**config.mk**
```make
export PLATFORM = sky130hd
export DESIGN_NAME = next_pc_unit
export DESIGN_NICKNAME = d
export VERILOG_FILES = /design/src/rtl/cpu_pkg.sv /design/src/rtl/return_stack.sv /design/src/rtl/next_pc_unit.sv
export SDC_FILE = /design/constraint.sdc
export NUM_CORES = 1
export LEC_CHECK = 0
export CAP_MARGIN = 20
export CORE_MARGIN = 4
export CORE_UTILIZATION = 56
export DETAILED_ROUTE_END_ITERATION = 12
export HOLD_SLACK_MARGIN = 0.05
export PLACE_DENSITY = 0.9
export SLEW_MARGIN = 20
export SYNTH_ARGS = -nofsm -noshare
export SYNTH_HDL_FRONTEND = slang
export SYNTH_SLANG_ARGS = --single-unit
export TNS_END_PERCENT = 10
```
**constraint.sdc**
```tcl
create_clock -name clk -period 4.3 [get_ports clk]
set_input_delay 1.075 -clock clk [delete_from_list [all_inputs] [get_ports clk]]
set_output_delay 1.075 -clock clk [all_outputs]
set_load 0.005 [all_outputs]
```
**src/rtl/cpu_pkg.sv**
```systemverilog
// Shared CPU definitions: program address width and next-PC source selection.
package cpu_pkg;

  localparam int ADDR_W = 12;

  typedef enum logic [1:0] {
    PC_INC,
    PC_TARGET,
    PC_STACK,
    PC_HOLD
  } pc_sel_e;

endpackage

```
**src/rtl/return_stack.sv**
```systemverilog
// LIFO of return addresses for nested calls; push ignored when full, pop ignored when empty.
module return_stack #(
  parameter int ADDR_W = 12,
  parameter int DEPTH  = 8,
  localparam int PW    = $clog2(DEPTH + 1),
  localparam int IW    = $clog2(DEPTH)
) (
  input  logic              clk,
  input  logic              rst,
  input  logic              push,
  input  logic              pop,
  input  logic [ADDR_W-1:0] din,
  output logic [ADDR_W-1:0] top,
  output logic [PW-1:0]     depth,
  output logic              empty,
  output logic              full
);

  logic [ADDR_W-1:0] mem [DEPTH];
  logic [PW-1:0]     sp;
  logic              do_push;
  logic              do_pop;

  assign empty   = (sp == '0);
  assign full    = (sp == PW'(DEPTH));
  assign depth   = sp;
  assign do_push = push && !full;
  assign do_pop  = pop && !empty && !push;

  always_ff @(posedge clk) begin
    if (rst) begin
      sp <= '0;
    end else if (do_push) begin
      sp <= sp + PW'(1);
    end else if (do_pop) begin
      sp <= sp - PW'(1);
    end
  end

  // Storage is deliberately not reset; only the pointer defines validity.
  always_ff @(posedge clk) begin
    if (do_push) begin
      mem[IW'(sp)] <= din;
    end
  end

  assign top = mem[IW'(sp - PW'(1))];

endmodule

```
**src/rtl/next_pc_unit.sv**
```systemverilog
// Next-PC selection: hold, return, call, jump/branch or increment, with a return-address stack.
module next_pc_unit #(
  parameter int ADDR_W = 12,
  parameter int DEPTH  = 8,
  localparam int DW    = $clog2(DEPTH + 1)
) (
  input  logic              clk,
  input  logic              rst,
  input  logic [ADDR_W-1:0] pc,
  input  logic              stall,
  input  logic              jmp,
  input  logic              br_taken,
  input  logic              jsr,
  input  logic              ret,
  input  logic [ADDR_W-1:0] target,
  output logic [ADDR_W-1:0] next_pc,
  output logic [DW-1:0]     depth,
  output logic              empty,
  output logic              full,
  output logic              ovf,
  output logic              unf
);

  import cpu_pkg::*;

  pc_sel_e           sel;
  logic              push;
  logic              pop;
  logic              ovf_set;
  logic              unf_set;
  logic [ADDR_W-1:0] pc_inc;
  logic [ADDR_W-1:0] stack_top;

  assign pc_inc = pc + ADDR_W'(1);

  always_comb begin
    sel     = PC_INC;
    push    = 1'b0;
    pop     = 1'b0;
    ovf_set = 1'b0;
    unf_set = 1'b0;
    if (rst) begin
      sel = PC_INC;
    end else if (stall) begin
      sel = PC_HOLD;
    end else if (ret) begin
      if (empty) begin
        unf_set = 1'b1;
      end else begin
        sel = PC_STACK;
        pop = 1'b1;
      end
    end else if (jsr) begin
      sel     = PC_TARGET;
      push    = !full;
      ovf_set = full;
    end else if (jmp || br_taken) begin
      sel = PC_TARGET;
    end
  end

  always_comb begin
    next_pc = pc_inc;
    if (rst) begin
      next_pc = '0;
    end else begin
      case (sel)
        PC_HOLD:   next_pc = pc;
        PC_STACK:  next_pc = stack_top;
        PC_TARGET: next_pc = target;
        default:   next_pc = pc_inc;
      endcase
    end
  end

  always_ff @(posedge clk) begin
    if (rst) begin
      ovf <= 1'b0;
      unf <= 1'b0;
    end else begin
      if (ovf_set) ovf <= 1'b1;
      if (unf_set) unf <= 1'b1;
    end
  end

  return_stack #(
    .ADDR_W(ADDR_W),
    .DEPTH (DEPTH)
  ) u_stack (
    .clk  (clk),
    .rst  (rst),
    .push (push),
    .pop  (pop),
    .din  (pc_inc),
    .top  (stack_top),
    .depth(depth),
    .empty(empty),
    .full (full)
  );

endmodule

```
Word-level counts from Yosys, hierarchy flattened
Memories as Yosys holds them, arrays and structs flattened.
Index checks and enable logic that the tools add are counted.
Widths: inputs -> output; s select.

cells by class
  multiplexer cells = 28
  add/subtract/negate cells = 3
  $lt $le $gt $ge = 0
  reductions and logical operators = 9
  bitwise logic cells = 0
  equality and inequality tests = 4
  $mul = 0
  shift operators = 0
  divide/modulo/power cells = 0

operators by type and width
  cell                   number
  $pmux 12 s3            1
  $mux 1                 20
  $add 12x1->12 const B  1
  $mux 12                1
  $mux 2                 4
  $mux 4                 2
  $add 4x1->4 const B    1
  $eq 2x2->1 const B     2
  $eq 4x4->1 const B     1
  $logic_not 4->1        1
  $sub 4x1->4 const B    1
  $logic_and 1x1->1      3
  $logic_not 1->1        3
  $eq 2x1->1 const B     1
  $reduce_bool 2->1      1
  $logic_or 1x1->1       1

word-level totals
  input port bits = 31
  memory bits (read-only) = 0
  output and inout bits = 20
  memories = 1
  logic and storage cells = 48
  flip-flop bits (word level) = 6
  bits in latches = 0
  RAM bits = 96

memory list
  name         words  width  rd ports  clocked after memory_dff  write ports  RTL line            text
  u_stack.mem  8      12     1         0                         1            return_stack.sv:19  logic [ADDR_W-1:0] mem [DEPTH];

Logic depth before layout (Yosys ltp)
  depth after elaboration = 10
  depth in mapped cells = 10

By module
Synthesis repeated with hierarchy kept, for this count alone.

unflattened totals
  cells, all modules = 312
  area total of the unflattened synthesis = 4750.8 µm²

by module, submodules not included
  module        area each (µm²)  cells an instance  times used  seq. area each (µm²)
  return_stack  4006.3           195                1           2962.8
  next_pc_unit  744.5            117                1           40.0

Least setup slack after synthesis
OpenSTA, ideal clock, no wires.

  path kind = register -> output
  start = register u_stack.sp[0] (netlist: u_stack.depth[0])
  end = output next_pc[7]
  setup slack = 0.934 ns
  path buffers = 4
  data required time = 3.225 ns
  data arrival time = 2.291 ns
  stages on the path, launching flop included = 10
  path through = dfxtp_1 buf_6 buf_6 inv_1 ha_1 clkbuf_2 buf_2 mux4_2 a32o_1 o221a_1

on the way
  cells in the longest elaborated chain, start to end = 8
  elaborated cells between the ends (all ways) = 12
  those cells by class = 1 x add/sub; 3 x eq/ne; 6 x mux; 1 x reduce/logical; 1 x memory

ends and longest elaborated chain
  what                                                                  RTL line            text
  start: declaration                                                    return_stack.sv:20  logic [PW-1:0] sp;
  start signal: assignment                                              return_stack.sv:34  sp <= sp + PW'(1);
  start signal: assignment                                              return_stack.sv:36  sp <= sp - PW'(1);
  parallel branches: the longest is 6 deep, another holds $mem_v2 8x12  n/a
  $pmux 12 s3 (*)                                                       next_pc_unit.sv:67  case (sel)
  $mux 12 (*)                                                           next_pc_unit.sv:64  if (rst) begin
  end: declaration                                                      next_pc_unit.sv:16  output logic [ADDR_W-1:0] next_pc,

Every way passes the cells marked *.

Worst setup path in the final report
  start = input jsr
  end = output next_pc[3]

on the way
  cells in the longest elaborated chain, start to end = 7
  elaborated cells between the ends (all ways) = 9
  those cells by class = 3 x eq/ne; 6 x mux

ends and longest elaborated chain
  what                                             RTL line            text
  start: declaration                               next_pc_unit.sv:13  input logic jsr,
  $mux 1 (*)                                       next_pc_unit.sv:53  end else if (jsr) begin
  $mux 2 (*)                                       next_pc_unit.sv:46  end else if (ret) begin
  $mux 2 (*)                                       next_pc_unit.sv:44  end else if (stall) begin
  $mux 2 (*)                                       next_pc_unit.sv:42  if (rst) begin
  $eq 2x1->1 / $eq 2x2->1 (equally long branches)  next_pc_unit.sv:67
  $pmux 12 s3 (*)                                  next_pc_unit.sv:67
  $mux 12 (*)                                      next_pc_unit.sv:64

Every way passes the cells marked *; elsewhere a longest branch is shown, timed or not.

==> flow_results.org <==
** Timing
- Setup repair after global routing could not meet its margin everywhere.
- Post-route worst hold slack :: 489 ps
- Ratio of final minimum period to clock period :: 98.5%
- The clock period could shrink to 4230 ps.
- Highest clock frequency the design can meet :: 236 MHz
- Final setup skew :: 9.85 ps
- Setup-failing EPs final :: 0
- The number of hold violations in the final report came to 0.
- Setup slack closes at 66.2 ps.
- The number of pins exceeding their max-slew limit in the final report is 0.
- In this run the tightest slew margin relative to its limit is 62.2%.
- At the pin with the least slew margin, the transition time is 566 ps.

** Logic synthesis
- Counting every net in the synthesized netlist gives 324.
- Part of the Yosys area used for sequential elements :: 63.6%
- Main area contributors after synthesis :: sky130_fd_sc_hd__edfxtp_1 61%, sky130_fd_sc_hd__mux4_2 11%, sky130_fd_sc_hd__dfxtp_1 2.5%
- Proportion of netlist area held by the largest area contributor :: 61.1%
- Yosys printed 0 warnings.
- Summing every instance area after synthesis gives 0.00472 mm2.
- Counting instances in the post-synthesis netlist gives the leading cell types as 96 x sky130_fd_sc_hd__edfxtp_1, 24 x sky130_fd_sc_hd__mux4_2, 14 x sky130_fd_sc_hd__nor2_1, 12 x sky130_fd_sc_hd__nand2_1.
- After synthesis, the netlist uses 54 different library cells.
- After synthesis, the mean cell area works out to 16.3 um2.
- The synthesized design spends more area on one cell type than any other, namely sky130_fd_sc_hd__edfxtp_1.
- Post-synth top flop :: sky130_fd_sc_hd__edfxtp_1
- Synthesis-stage register bit count :: 102
- The most common cell in the synthesized netlist is sky130_fd_sc_hd__edfxtp_1.
- Number of instances in the synthesized netlist :: 290
- Counting flops with a built-in enable in the synthesized netlist gives 96.
- Ys async rst share :: 0%

** Clocking
- Root buf cell :: sky130_fd_sc_hd__clkbuf_8
- Register clock-pin slew on the reported worst setup and hold paths :: 90 ps
- TritonCTS created 9 clock buffers.
- Number of clock sinks :: 102
- At the later pin of the worst-skew pair, clock insertion delay measures 370 ps.
- Maximum level of the CTS H-tree :: 3
- The clock passes through at most 2 buffers.
- Buffers inserted by post-CTS timing repair :: 0
- TritonCTS built the clock tree.
- After clock tree synthesis, the flow added hold-fix buffers numbering 0.

** Job
- Number of max-cap violations :: 0

** Worst setup path
- In this run the worst path has a maximum fanout of 7.
- The largest single stage delay on the critical path is 560 ps.
- Among cell families on the critical path, the largest total delay comes from buffers and inverters.
- On the critical path, the stage with the largest delay is an instance of sky130_fd_sc_hd__clkdlybuf4s50_1.
- The number of buffers and inverters on the critical path is 4.
- Launching element type of the critical path :: input pin
- The critical path starts at jsr.
- The signal on the critical path passes through clkdlybuf4s50_1 > nor3_2 > buf_4 > or2_1 > buf_4 > o21ai_0 > a311oi_1 > clkdlybuf4s50_1.
- Crit path required time :: 3220 ps
- Slack of the worst reg-to-reg path :: 2140 ps
- Worst reg2reg path startpoint :: u_stack.depth[1]
- The worst setup path is of the input pin to output pin kind.
- For the worst setup path, the data arrival time is 3160 ps.
- CP Capture Type :: output pin

** Routing
- Wires add up to 11,500 um.
- Vias post-DR :: 3,172
- In the routed layout, each cell is associated on average with a via count of 6.47.
- Number of detailed-route iterations in the first pass :: 5
- The count of nets left with antenna violations once routing finished came out at 0.
- After detailed routing, the number of remaining DRC violations is 0.
- In this run, the number of DRC markers left after iteration 0 of detailed routing was 359.
- After detailed routing, the average wire length per cell comes to 23.5 um.

** Global routing
- Combined global-route utilization of all metal layers :: 24.4%
- The number of antenna violations at the first check in global routing was 0.
- Overall overflow remaining after global route :: 0
- The first global-routing pass estimated 17,800 um of wire.
- Pin count of the biggest net entering global routing :: 33
- Number of global-route vias before repair :: 3,152

** Power and ir drop
- VDD sags by at most 0.000254 V.
- Proportion of power drawn by the clock network :: 30.2%
- Net switching is 23.7% of the power.
- For this design the total switching power over the nets is 469 uW.
- The share of total power dissipated in sequential elements is 55.6%.
- Power Dens Cells :: 339 mW/mm2
- In this run the static leakage power is 0.00197 uW.
- Cell Int Power :: 1510 uW
- Combinational cells account for 14.2% of the total power.

** Finish
- In the final layout, the share of cells above drive strength 1 is 29.1%.
- Fill cell instance count of the final layout :: 510
- Area Growth Syn to Fin :: 23.5%
- Ant diodes :: 0
- For this run, the post-layout net count is 414.
- After the flow finishes, the layout carries non-filler instances totaling 490.

** Floorplanning
- After floorplanning, the core was divided into 33 placement rows.
- Effective utilization at floorplan :: 57.4%
- Area enclosed by the die boundary :: 0.00996 mm2
- The core region is 0.00822 mm2.
- Die outline width :: 99.8 um
- During I/O placement, the number of pins put on the boundary was 51.
- Vert. Die Dim :: 99.8 um

** Placement
- At the placement stage, the worst setup path has a slack of -142 ps.
- Once placement completed, the tool counted placed cells totaling 474.
- Final GP Congestion :: 0.958
- Number of buffer cells added on primary ports :: 50
- Placed wire-length estimate after detailed placement :: 7990 um

** Hold path
- In this run the most critical hold path is launched from ovf.
- Hold WC Path Type :: register to register

** Status
- Status :: finished, final reports clean
metal layers:
metal / global-route usage, % / vias to the layer above / wire length [um]
met5: 0 / - / 0
met4: 7.98 / 0 / 253
met3: 5.42 / 33 / 1250
met2: 38.8 / 231 / 5560
met1: 33.7 / 1552 / 4450
li1: - / 1356 / -
sequential cells by signal, indices dropped and copies added (netlist names):
signal / cells
u_stack.mem: 96
u_stack.depth: 4
ovf: 1
unf: 1
final cells by class:
type,instances,area [um2],share of cell area [%]
multi-input cells,160,1600,27.4
inverters,9,33.8,0.580
flip-flops and latches,102,3010,51.6
clock inverters,7,73.8,1.27
well taps,105,131,2.25
clock buffers,9,124,2.12
repair buffers,98,863,14.8
repair_timing:
action,4_1_cts,5_1_grt
pin swaps,1,2
cloned,0,0
gates resized for setup,7,8
endpoints found under the setup margin,11,8
logic make-up after synthesis:
group | Yosys count | share of synthesized area [%]
multiplexers | 24 | 11.5
AO/OA/AOI/OAI | 54 | 9.76
AND/OR/NAND/NOR | 67 | 8.72
adder cells (fa/ha/maj) | 3 | 0.795
XOR/XNOR | 12 | 2.23
flip-flops | 102 | 63.6
buffers and inverters | 28 | 3.42
layout by cell type (no fill, tap or decap), types with 7 or more instances in the layout:
master	n
sky130_fd_sc_hd__o21ai_0	7
sky130_fd_sc_hd__clkdlybuf4s50_1	43
sky130_fd_sc_hd__xnor2_1	8
sky130_fd_sc_hd__edfxtp_1	96
sky130_fd_sc_hd__mux4_2	24
sky130_fd_sc_hd__clkbuf_8	9
sky130_fd_sc_hd__inv_1	9
sky130_fd_sc_hd__buf_4	48
sky130_fd_sc_hd__nor2_1	14
sky130_fd_sc_hd__nand2_1	12
through the flow:
stage | instance area [um2] | power (uW) | setup TNS [ps] | utilization [%]
2_1_floorplan | 4720 | 1270 | 0 | -
3_3_place_gp | 5600 | 1390 | 0 | 68.1
3_5_place_dp | 5600 | 1400 | -690 | 68.1
4_1_cts | 5800 | 1980 | 0 | 70.5
5_1_grt | 5830 | 2040 | -105 | 70.9
6_report | 5830 | 1980 | 0 | 70.9
power by group through the flow:
stage / sequential, uW / combinational (uW) / clock (uW)
global placement: 1120 / 267 / 0
floorplan: 1120 / 145 / 0
finish: 1100 / 280 / 598
global route: 1100 / 298 / 647
detailed placement: 1120 / 275 / 0
CTS: 1100 / 277 / 608
worst register-to-register path, stage by stage, from the launching register on:
cell                      delay [ps]
sky130_fd_sc_hd__dfxtp_2         450
sky130_fd_sc_hd__inv_1           110
sky130_fd_sc_hd__ha_2            230
sky130_fd_sc_hd__and3b_1         190
sky130_fd_sc_hd__buf_4           170
sky130_fd_sc_hd__nor2_1          160
sky130_fd_sc_hd__nand2_1         140
sky130_fd_sc_hd__nor3_2          130
sky130_fd_sc_hd__buf_4           270
path summary, 6_finish.rpt:
check | to | depth (start not counted)
hold / removal | ovf | 2
setup / recovery | next_pc[3] | 8
setup reg to reg | u_stack.mem[0][0] | 8
hold reg to reg | ovf | 2
(Power assumes the default switching activity.)
